--- config.mk ---
export PLATFORM = sky130hd
export DESIGN_NAME = apb_slave_regs_flat
export DESIGN_NICKNAME = d
export VERILOG_FILES = /design/src/rtl/apb_slave_regs_if.sv /design/src/rtl/apb_slave_regs.sv /design/src/flat_wrapper.sv
export SDC_FILE = /design/constraint.sdc
export NUM_CORES = 1
export LEC_CHECK = 0
export BUFFER_PORTS_ARGS = -buffer_cell sky130_fd_sc_hd__buf_2
export CORE_MARGIN = 2
export CORE_UTILIZATION = 35
export CTS_CLUSTER_DIAMETER = 100
export DETAILED_ROUTE_END_ITERATION = 6
export PLACE_DENSITY = 0.63
export SLEW_MARGIN = 20
export SYNTH_ARGS = -nofsm -noshare
export SYNTH_HDL_FRONTEND = slang
export SYNTH_SLANG_ARGS = --single-unit
--- constraint.sdc ---
create_clock -name hclk -period 1.85 [get_ports hclk]
set_input_delay 0 -clock hclk [delete_from_list [all_inputs] [get_ports hclk]]
set_output_delay 0 -clock hclk [all_outputs]
set_load 0.01 [all_outputs]
--- src/rtl/apb_slave_regs_if.sv ---
// APB2 slot bundle between the AHB-to-APB bridge and one register-bank responder.
interface apb_slave_regs_if;
    localparam int unsigned AW = 32;
    localparam int unsigned DW = 32;

    logic          psel;
    logic          penable;
    logic          pwrite;
    logic [AW-1:0] paddr;
    logic [DW-1:0] pwdata;
    logic [DW-1:0] prdata;

    modport master (output psel, penable, pwrite, paddr, pwdata, input prdata);
    modport slave  (input psel, penable, pwrite, paddr, pwdata, output prdata);
endinterface

--- src/rtl/apb_slave_regs.sv ---
// APB2 register bank with phase-tracking FSM and protocol-error status.
// Compare timer and interrupt are present only when APB_SLV_TIMER_EN is defined.
module apb_slave_regs #(
    parameter logic [31:0] ID_VALUE = 32'hA9B0_0001
) (
    input  logic              hclk,
    input  logic              hresetn,
    apb_slave_regs_if.slave   apb,
    output logic              irq
);
    localparam int unsigned DW = 32;

    typedef enum logic [1:0] {S_IDLE, S_SETUP, S_ACCESS} state_t;

    state_t          state_q, state_nxt;
    logic            commit_c, err_set_c, rd_load_c;
    logic [2:0]      idx_c;
    logic            wr_c;
    logic [1:0]      w1c_c;
    logic            hw_set_c;
    logic [DW-1:0]   rdata_c;

    logic            timer_en_q, irq_en_q;
    logic            irq_pending_q, prot_err_q;
    logic [DW-1:0]   scratch0_q, scratch1_q;
    logic [DW-1:0]   timer_q, compare_q;
    logic [DW-1:0]   prdata_q;
    logic            irq_q;

    logic            unused_paddr;
    assign unused_paddr = ^{apb.paddr[31:5], apb.paddr[1:0]};

    assign idx_c = apb.paddr[4:2];

    // Phase tracker: state register
    always_ff @(posedge hclk or negedge hresetn) begin
        if (!hresetn) state_q <= S_IDLE;
        else          state_q <= state_nxt;
    end

    // Phase tracker: next state, commit strobe and violation detection
    always_comb begin
        state_nxt = S_IDLE;
        commit_c  = 1'b0;
        err_set_c = 1'b0;
        if (apb.psel && !apb.penable) begin
            state_nxt = S_SETUP;
            err_set_c = (state_q == S_SETUP);
        end else if (apb.psel && apb.penable) begin
            if (state_q == S_SETUP) begin
                state_nxt = S_ACCESS;
                commit_c  = 1'b1;
            end else begin
                err_set_c = 1'b1;
            end
        end else begin
            err_set_c = (state_q == S_SETUP);
        end
    end

    assign rd_load_c = apb.psel && !apb.penable && !apb.pwrite;
    assign wr_c      = commit_c && apb.pwrite;
    assign w1c_c     = (wr_c && idx_c == 3'd1) ? apb.pwdata[1:0] : 2'b00;

    always_comb begin
        rdata_c = '0;
        case (idx_c)
            3'd0:    rdata_c = {30'b0, irq_en_q, timer_en_q};
            3'd1:    rdata_c = {30'b0, prot_err_q, irq_pending_q};
            3'd2:    rdata_c = scratch0_q;
            3'd3:    rdata_c = scratch1_q;
            3'd4:    rdata_c = timer_q;
            3'd5:    rdata_c = compare_q;
            3'd6:    rdata_c = ID_VALUE;
            default: rdata_c = '0;
        endcase
    end

`ifdef APB_SLV_TIMER_EN
    // Free-running compare timer; the match edge wraps to 0 and raises irq_pending
    always_ff @(posedge hclk or negedge hresetn) begin
        if (!hresetn) begin
            timer_q   <= '0;
            compare_q <= 32'hFFFF_FFFF;
        end else begin
            if (wr_c && idx_c == 3'd5) compare_q <= apb.pwdata;
            if (timer_en_q) timer_q <= (timer_q == compare_q) ? '0 : timer_q + DW'(1);
        end
    end

    assign hw_set_c = timer_en_q && (timer_q == compare_q);
`else
    assign timer_q   = '0;
    assign compare_q = '0;
    assign hw_set_c  = 1'b0;
`endif

    // Register bank, W1C status (hardware set wins) and registered outputs
    always_ff @(posedge hclk or negedge hresetn) begin
        if (!hresetn) begin
            timer_en_q    <= 1'b0;
            irq_en_q      <= 1'b0;
            irq_pending_q <= 1'b0;
            prot_err_q    <= 1'b0;
            scratch0_q    <= '0;
            scratch1_q    <= '0;
            prdata_q      <= '0;
            irq_q         <= 1'b0;
        end else begin
            if (wr_c) begin
                case (idx_c)
                    3'd0: {irq_en_q, timer_en_q} <= apb.pwdata[1:0];
                    3'd2: scratch0_q <= apb.pwdata;
                    3'd3: scratch1_q <= apb.pwdata;
                    default: ;
                endcase
            end
            irq_pending_q <= (irq_pending_q & ~w1c_c[0]) | hw_set_c;
            prot_err_q    <= (prot_err_q & ~w1c_c[1]) | err_set_c;
            prdata_q      <= rd_load_c ? rdata_c : '0;
            irq_q         <= irq_pending_q & irq_en_q;
        end
    end

    assign apb.prdata = prdata_q;
    assign irq        = irq_q;
endmodule
--- src/flat_wrapper.sv ---
// flat-port wrapper written by rule: the top's interface ports become plain ports
module apb_slave_regs_flat 
#(
    parameter logic [31:0] ID_VALUE = 32'hA9B0_0001
)
  (hclk, hresetn, irq, apb_psel, apb_penable, apb_pwrite, apb_paddr, apb_pwdata, apb_prdata);
  apb_slave_regs_if apb_i ();
  input  logic hclk;
  input  logic hresetn;
  output logic irq;
  input wire logic [$bits(apb_i.psel)-1:0] apb_psel;
  input wire logic [$bits(apb_i.penable)-1:0] apb_penable;
  input wire logic [$bits(apb_i.pwrite)-1:0] apb_pwrite;
  input wire logic [$bits(apb_i.paddr)-1:0] apb_paddr;
  input wire logic [$bits(apb_i.pwdata)-1:0] apb_pwdata;
  output wire logic [$bits(apb_i.prdata)-1:0] apb_prdata;
  assign apb_i.psel = apb_psel;
  assign apb_i.penable = apb_penable;
  assign apb_i.pwrite = apb_pwrite;
  assign apb_i.paddr = apb_paddr;
  assign apb_i.pwdata = apb_pwdata;
  assign apb_prdata = apb_i.prdata;
  apb_slave_regs #(.ID_VALUE(ID_VALUE)) u_core (.hclk(hclk), .hresetn(hresetn), .apb(apb_i), .irq(irq));
endmodule
# Yosys cells after proc, flatten, opt, wreduce, memory -nomap -nowiden

Index checks and enable logic that the tools add are counted.

Memories kept: 0
Bits of input ports: 69
Bits in writable memories: 0
Register bits after elaboration: 103
Output and inout bits: 33
Logic and storage cells: 43
ROM bits: 0
Bits in latches: 0

$mul: 0
Bitwise logic cells: 6
Magnitude comparators: 0
Eq/ne operators: 5
Shift operators: 0
Mux-type cells: 12
Divide/modulo/power cells: 0
Reduce and logical (&&, ||, !) cells: 11
$add $sub $neg: 0

Operators with widths:

| kind                                                | count |
|---|---|
| one-hot mux 32 bit (5 select lines)                 | 1 |
| two-way mux 32 bit                                  | 1 |
| two-way mux 2 bit                                   | 4 |
| equality test 3 x 2 -> 1 bit, second input constant | 2 |
| two-way mux 1 bit                                   | 6 |
| AND reduction 2 bit                                 | 3 |
| logical AND 1 bit                                   | 5 |
| bitwise AND 1 bit                                   | 3 |
| equality test 3 x 1 -> 1 bit, second input constant | 1 |
| equality test 3 bit, second input constant          | 1 |
| zero test 3 bit                                     | 1 |
| equality test 2 x 1 -> 1 bit, second input constant | 1 |
| zero test 1 bit                                     | 2 |
| NOT 1 bit                                           | 2 |
| OR 1 bit                                            | 1 |

# Depth between registers and ports, before layout

Gate-level depths: netlist of run 1.

Depth after elaboration: 10
Gate-level depth with buffers: 6
Mapped depth without buffers: 5

# Worst setup path before layout of run 1

No wires, ideal clock.

Kind: flip-flop to flip-flop
Start: reg u_core.state_q[1]
End: reg u_core.scratch0_q[10]
Path buffers: 1
Required time: 1,725 ps
Arrival: 1,623 ps
Slack: 102 ps
Stages on the path, launching flop included: 7
Clock period less this slack: 1,748 ps
Library setup time: 125 ps
Path through: dfrtp_1 -> nor2b_1 -> ha_1 -> nand2_1 -> nor3b_4 -> buf_6 -> mux2_2

Longest elaborated chain between the ends: 6

RTL lines:

| element                       | RTL line              | RTL |
|---|---|---|
| start, declared               | apb_slave_regs.sv:15  | `state_t state_q, state_nxt;` |
| start signal, assigned        | apb_slave_regs.sv:38  | `else state_q <= state_nxt;` |
| equality test 2 x 1 -> 1 bit  | apb_slave_regs.sv:50  | `if (state_q == S_SETUP) begin` |
| two-way mux 1 bit             | apb_slave_regs.sv:50  |  |
| two-way mux 1 bit             | apb_slave_regs.sv:49  | `end else if (apb.psel && apb.penable) begin` |
| two-way mux 1 bit             | apb_slave_regs.sv:46  | `if (apb.psel && !apb.penable) begin` |
| logical AND 1 bit             | apb_slave_regs.sv:62  | `assign wr_c = commit_c && apb.pwrite;` |
| AND reduction 2 bit (no line) | -                     |  |
| end signal, assigned          | apb_slave_regs.sv:113 | `3'd2: scratch0_q <= apb.pwdata;` |
| end, declared                 | apb_slave_regs.sv:25  | `logic [DW-1:0] scratch0_q, scratch1_q;` |

No other way between the ends.
A chain may end at the register's enable or synchronous reset.

# Worst setup path in the final report of run 1

Start: reg u_core.state_q[1]
End: reg u_core.scratch1_q[11]

Longest elaborated chain between the ends: 6

RTL lines:

| element                       | RTL line              | RTL |
|---|---|---|
| equality test 2 x 1 -> 1 bit  | apb_slave_regs.sv:50  |  |
| two-way mux 1 bit             | apb_slave_regs.sv:50  |  |
| two-way mux 1 bit             | apb_slave_regs.sv:49  |  |
| two-way mux 1 bit             | apb_slave_regs.sv:46  |  |
| logical AND 1 bit             | apb_slave_regs.sv:62  |  |
| AND reduction 2 bit (no line) | -                     |  |
| end signal, assigned          | apb_slave_regs.sv:114 | `3'd3: scratch1_q <= apb.pwdata;` |
| end, declared                 | apb_slave_regs.sv:25  |  |

No other way between the ends.

==> metrics, run 1 <==
Worst Hold Class primary input to flip-flop; Worst Clk Skew around 0.008 ns; total power draw 4.66 mW; critical path capture point type flip-flop; synth top area cells dfrtp_1, mux2_2, a22oi_1, nor2_1, nand2b_1; top-area cell type share of the netlist area 0.630; Worst VDD drop 0.529 mV; crit path time final 1.80 ns; Max-Cap Viols 0; top-count cell post-synth dfrtp_1; fmax roughly 560 MHz; Post-DRT Antenna Nets 0; Post-DP Area around 4700 µm²; vias in the first global route roughly 2,900; Slowest cell on crit path dfrtp_1; critical path's largest stage delay between 0.3 and 0.4 ns; Design Area, Final ~5500 µm²; DRC viols 0; CTS root buf clkbuf_16; Clock Latency Late Sink 0.33 ns; YS warnings 0; layout cells sized above 1 0.436; Power Dens Cells 848 nW/µm²; largest net degree at the start of global routing 50; Startpoint Class flip-flop; Mapped Area roughly 4100 µm²; DP HPWL about 5400 µm; Clock Sinks around 100; nets@finish between 400 and 500; I/O pin count 102; die width between 100 and 150 µm; ys async rst share 1.00; DR vias 2,612; die footprint roughly 13,000 µm²; Max FO, Critical Path 8; first-pass GRT wire length approximately 15,000 µm; post-synth top area cell dfrtp_1; Area growth syn-to-layout 34.2%; Final Hold Fails 0; CTS tree yes; WP buf/inv 2; register area share after synthesis 0.630; Synth Flop Type dfrtp_1; Slew headroom 0.708; CP Class flip-flop to flip-flop; Mapped Cells 286; CP cell instances nor2b_2, ha_2, nand2_4, nor3b_4, buf_6, buf_12, mux2_2; final setup fails 0; RSZ-0062 raised after global routing true; TritonCTS Buffers 9; status finished clean; Least-Margin Pin Slew 0.438 ns; Clock Path Buffers 2; Pre-Repair DR Iteration Count 4; vias per inst 4.74; PortBufs 72; fin crit share 0.974; Total GRT Usage 0.146; H-tree depth 3; Arrival @ worst endpoint ~2.0 ns; clk slew on worst S/H paths roughly 0.060 ns; post-DR wirelength/cell about 16 µm; delay-heaviest family, CP simple AND/OR/NAND/NOR gates; Netlist cell types 30; routability congestion estimate ~0.7; Synth Area per Inst between 10 and 15 µm²; Mapped Nets ~360; Remaining Overflow, GRT 0; initial core utilization 0.358; Post-synth EDFFs 0; final WL approximately 8700 µm; Die Ht about 110 µm; Site Rows 39; Leak roughly 2.7 nW; # diodes 0; # fillers 1,050; Core ar. around 11,000 µm²; top post-synthesis cells by count dfrtp_1, mux2_2, nor2_1; Final Max Tran Viols 0; Starting DRT DRC Count between 80 and 90; Worst EP required just over 2 ns; initial antenna violation count 0; register bit total from synthesis 103
-- power by group --
part	internal, mW	switching, mW
Combinational	0.208	0.165
Sequential	2.35	0.0501
Clock	1.11	0.772
Total	3.67	0.987
-- stage by stage --
stage	setup slack, ns	instances	setup TNS [ns]	utilization	hold slack [ns]
2_1_floorplan	0.102	286	0	-	-0.296
3_3_place_gp	-0.0350	498	-1.51	0.410	-0.0400
3_5_place_dp	-0.0763	498	-3.34	0.410	-0.0325
4_1_cts	0.0124	548	0	0.469	0.0400
5_1_grt	-0.0380	551	-0.639	0.481	0.0677
6_report	0.0487	551	0	0.481	0.0519
-- final timing paths --
kind	start	end	slack (ns)	cells past startpoint
hold reg to reg	u_core.scratch0_q[29]$_DFFE_PN0P_	u_core.scratch0_q[29]$_DFFE_PN0P_	0.49	1
setup / recovery	u_core.state_q[1]$_DFF_PN0_	u_core.scratch1_q[11]$_DFFE_PN0P_	0.05	7
max in group asynchronous	hresetn	u_core.scratch1_q[12]$_DFFE_PN0P_	1.06	3
setup reg to reg	u_core.state_q[1]$_DFF_PN0_	u_core.scratch1_q[11]$_DFFE_PN0P_	0.05	7
hold / removal	apb_psel	u_core.state_q[1]$_DFF_PN0_	0.05	3
min in group asynchronous	hresetn	u_core.scratch0_q[13]$_DFFE_PN0P_	0.16	2
-- metal layers --
layer	vias up	part of all wire	routed length, µm	track usage
met5	-	0	0	0
met4	0	0.011	100	0.0504
met3	8	0.037	325	0.0367
met2	54	0.47	4140	0.232
met1	1308	0.48	4170	0.197
li1	1242	-	-	-
-- state kept, by name, summed over array words and instances (netlist names) --
register and cells:
u_core.scratch1_q 32, u_core.timer_en_q 1, u_core.irq_pending_q 1, u_core.prot_err_q 1, u_core.irq_en_q 1, u_core.apb.prdata 32, u_core.scratch0_q 32, u_core.state_q 2
u_core.irq 1
-- cell usage in the layout (no fill, tap or decap), types with 2 or more instances in the layout --
cell type and n:
clkbuf_8 2, inv_1 2, buf_12 5, nand2b_1 11, buf_2 71, nor3b_4 3
clkbuf_16 11, dfrtp_1 103, and2_1 3, nor4_1 2, nor2_1 32, mux2_1 2
mux2i_1 2, dlygate4sd3_1 33, a22oi_1 23, buf_4 11, mux2_2 47, a211oi_1 7
mux2_4 17
-- what timing repair did --
item | CTS | global route
hold endpoints to repair | 109 | 0
gates cloned | 1 | 2
hold buffers | 33 | 0
pin swaps | 2 | 3
endpoints found under the setup margin | 66 | 66
setup buffers | 1 | 1
resized for setup | 2 | 20
-- cell type report --
class | count | area, µm² | share of cell area
well taps | 143 | 179 | 0.0326
inverters | 3 | 11.3 | 0.00205
multi-input cells | 163 | 1460 | 0.267
flip-flops and latches | 103 | 2580 | 0.469
clock inverters | 3 | 42.5 | 0.00774
clock buffers | 12 | 256 | 0.0467
repair buffers | 124 | 962 | 0.175
-- worst register-to-register path, delay by kind of cell (launching register included) --
family | cells | cell delay, ns
simple gates | 3 | 0.45
mux | 1 | 0.33
buf+inv | 2 | 0.32
fa+ha+maj | 1 | 0.22
flops | 1 | 0.37
-- kinds of logic (layout without fill, tap and decap cells) --
| logic type | after synthesis | count (layout) | share of synthesized area |
|---|---|---|---|
| AOI/OAI and AO/OA | 35 | 35 | 0.0654 |
| adders and majority gates | 1 | 1 | 0.00306 |
| muxes | 69 | 69 | 0.192 |
| buffers and inverters | 20 | 142 | 0.0312 |
| DFF | 103 | 103 | 0.630 |
| and+or+nand+nor | 58 | 58 | 0.0786 |
Note: power is estimated with default switching activity, not from simulation.
==> run 2, diff against run 1 <==
- CELL_PAD_IN_SITES_DETAIL_PLACEMENT: unset -> 2
- CELL_PAD_IN_SITES_GLOBAL_PLACEMENT: unset -> 2
- CORE_MARGIN: 2 -> 4
- CORE_UTILIZATION: 35 -> 32
- PLACE_DENSITY: 0.63 -> 0.79
==> run 2 against run 1 <==
Maximum frequency down 1.4%. Routed wire length up 21%. Die area up 17%. Non-clock buffer count is 2 higher. Critical endpoint is now u_core.scratch0_q[14]$_DFFE_PN0P_. Sequential power hardly changed. Power is 2.9% lower. Setup slack worse by 0.025 ns. Via count is 4.3% higher. First-iteration DRC count fell by 6.9%. Design area decreased by 1.7%.
==> metrics, run 2 (synthesis results as in run 1) <==
status finished clean; layout cells sized above 1 0.435 (-0.00107); Pre-Repair DR Iteration Count 4 (unchanged); H-tree depth 3 (unchanged); Least-Margin Pin Slew 0.514 ns (+0.0758 ns); vias per inst 4.69 (-1.1%); most common cell after layout, fill and taps aside dfrtp_1; die width 121 µm (+8.0%); nets@finish 476 (+0.42%); PortBufs 72 (unchanged); Worst Hold Class primary input to flip-flop; final setup fails 0 (unchanged); Seq pwr share 0.532 (+0.017); P_int 3.52 mW (-4.2%); Clock Sinks 103 (unchanged); Post-DP Area 4700 µm² (+0.40%); Die Ht 121 µm (+8.0%); critical path capture point type flip-flop; Final Max Tran Viols 0 (unchanged); Clock power frac 0.386 (-0.019); Startpoint Class flip-flop; largest net degree at the start of global routing 65 (+30%); DP HPWL 6720 µm (+25%); I/O pin count 102 (unchanged); crit path time final 1.83 ns (+0.0252 ns); Arrival @ worst endpoint 2.05 ns (+0.04 ns); Final Hold Fails 0 (unchanged); sw power 1.01 mW (+2.1%); Clock Latency Late Sink 0.35 ns (+0.02 ns); Worst EP required 2.08 ns (+0.02 ns); first-pass GRT wire length 17,100 µm (+17%); Power Dens Cells 838 nW/µm² (-1.3%); TritonCTS Buffers 9 (unchanged); CP Class flip-flop to flip-flop; die footprint 14,700 µm² (+17%); DRC viols 0 (unchanged); routability congestion estimate 0.723 (+1.4%); DR vias 2,725 (+4.3%); Worst Clk Skew 0.00669 ns (-0.00130 ns); R2R setup slack 0.02 ns (-0.03 ns); CTS root buf clkbuf_16; # diodes 0 (unchanged); switching portion of total power 0.223 (+0.0109); Design Area, Final 5400 µm² (-1.7%); post-DR wirelength/cell 18.2 µm (+15%); Area growth syn-to-layout 32.0%; Leak 2.66 nW (-1.4%); most frequent cells in the layout dfrtp_1, buf_2, mux2_2; # fillers 1,238 (+18%); final WL 10,600 µm (+21%); initial antenna violation count 0 (unchanged); Max-Cap Viols 0 (unchanged); Worst VDD drop 0.549 mV (+3.7%); Core ar. 12,600 µm² (+10%); CTS tree yes; Remaining Overflow, GRT 0 (unchanged); placed insts 528 (+6.0%); Min Hold Slack 0.0383 ns (-0.0136 ns); Max FO, Critical Path 14 (+6); Total GRT Usage 0.152 (+0.00642); vias in the first global route 3,260 (+14%); Starting DRT DRC Count 81 (-6.9%); Cell Count, Final, Fillers Out 581 (+5.4%); fin crit share 0.987 (+0.0136); setup_tns 0 ns (unchanged); Site Rows 41 (+5.1%); initial core utilization 0.326 (-0.0328); clk slew on worst S/H paths 0.06 ns (about the same); Comb pwr share 0.082 (+0.002); Slew headroom 0.657 (-0.0505); Clock Path Buffers 2 (unchanged); Post-DRT Antenna Nets 0 (unchanged); fmax 547 MHz (-1.4%); RSZ-0062 raised after global routing true
==> run 2: cell types whose count changed in the layout (fill, tap and decap cells not counted), sizes merged <==
cell	delta
bufbuf	-1
clkinvlp	-1
buf	+5
clkbuf	-1
bufinv	-1
==> run 2: stage by stage <==
step | utilization | total power, mW | setup WS [ns]
2_1_floorplan | - | 2.59 | 0.102
3_3_place_gp | 0.374 | 2.73 | -0.0256
3_5_place_dp | 0.374 | 2.76 | -0.142
4_1_cts | 0.425 | 4.59 | 0.00694
5_1_grt | 0.430 | 4.75 | -0.0578
6_report | 0.430 | 4.53 | 0.0235
==> run 2: repair_timing <==
item,CTS,global route
pin swaps,2,3
hold endpoints to repair,170,0
buffers inserted,3,3
endpoints found under the setup margin,66,63
hold buffers,33,0
gates resized for setup,7,15
gates cloned,0,2
==> run 2: cell type report <==
type	instances	area, µm²	area share
clock inverter	1	5.00	0.000927
clock buffer	13	260	0.0482
timing repair buffer	126	915	0.169
sequential	103	2580	0.477
tap	172	215	0.0398
multi-input combinational	163	1420	0.262
inverter	3	11.3	0.00208
==> run 2: power groups by stage <==
stage               sequential, mW  combinational, mW  clock (mW)
floorplan                     2.43              0.157           0
global placement              2.44              0.296           0
detailed placement            2.45              0.316           0
CTS                           2.41              0.376        1.80
global route                  2.42              0.412        1.92
finish                        2.41              0.373        1.75
==> run 2: critical path, stage by stage (launching register included) <==
cell	delay [ns]
dfrtp_1	0.38
nor2b_2	0.14
ha_2	0.23
nand2_4	0.08
nor3b_4	0.22
buf_6	0.15
buf_12	0.15
mux2_2	0.35
==> run 2: worst paths after layout <==
path                                                           to                         startpoint  cells after the start
min in group asynchronous       u_core.scratch1_q[14]$_DFFE_PN0P_                            hresetn                      3
worst max-delay path            u_core.scratch0_q[14]$_DFFE_PN0P_        u_core.state_q[1]$_DFF_PN0_                      7
max in group asynchronous        u_core.scratch0_q[8]$_DFFE_PN0P_                            hresetn                      3
worst max register to register  u_core.scratch0_q[14]$_DFFE_PN0P_        u_core.state_q[1]$_DFF_PN0_                      7
worst min register to register  u_core.scratch0_q[29]$_DFFE_PN0P_  u_core.scratch0_q[29]$_DFFE_PN0P_                      1
worst min-delay path                  u_core.state_q[1]$_DFF_PN0_                           apb_psel                      3
==> run 2: layer usage <==
| metal | part of all wire | routed length, µm | track usage | vias up |
|---|---|---|---|---|
| met5 | 0 | 0 | 0 | - |
| met4 | 0.010 | 107 | 0.0361 | 0 |
| met3 | 0.043 | 458 | 0.0476 | 8 |
| met2 | 0.53 | 5650 | 0.278 | 61 |
| met1 | 0.41 | 4360 | 0.173 | 1417 |
| li1 | - | - | - | 1239 |
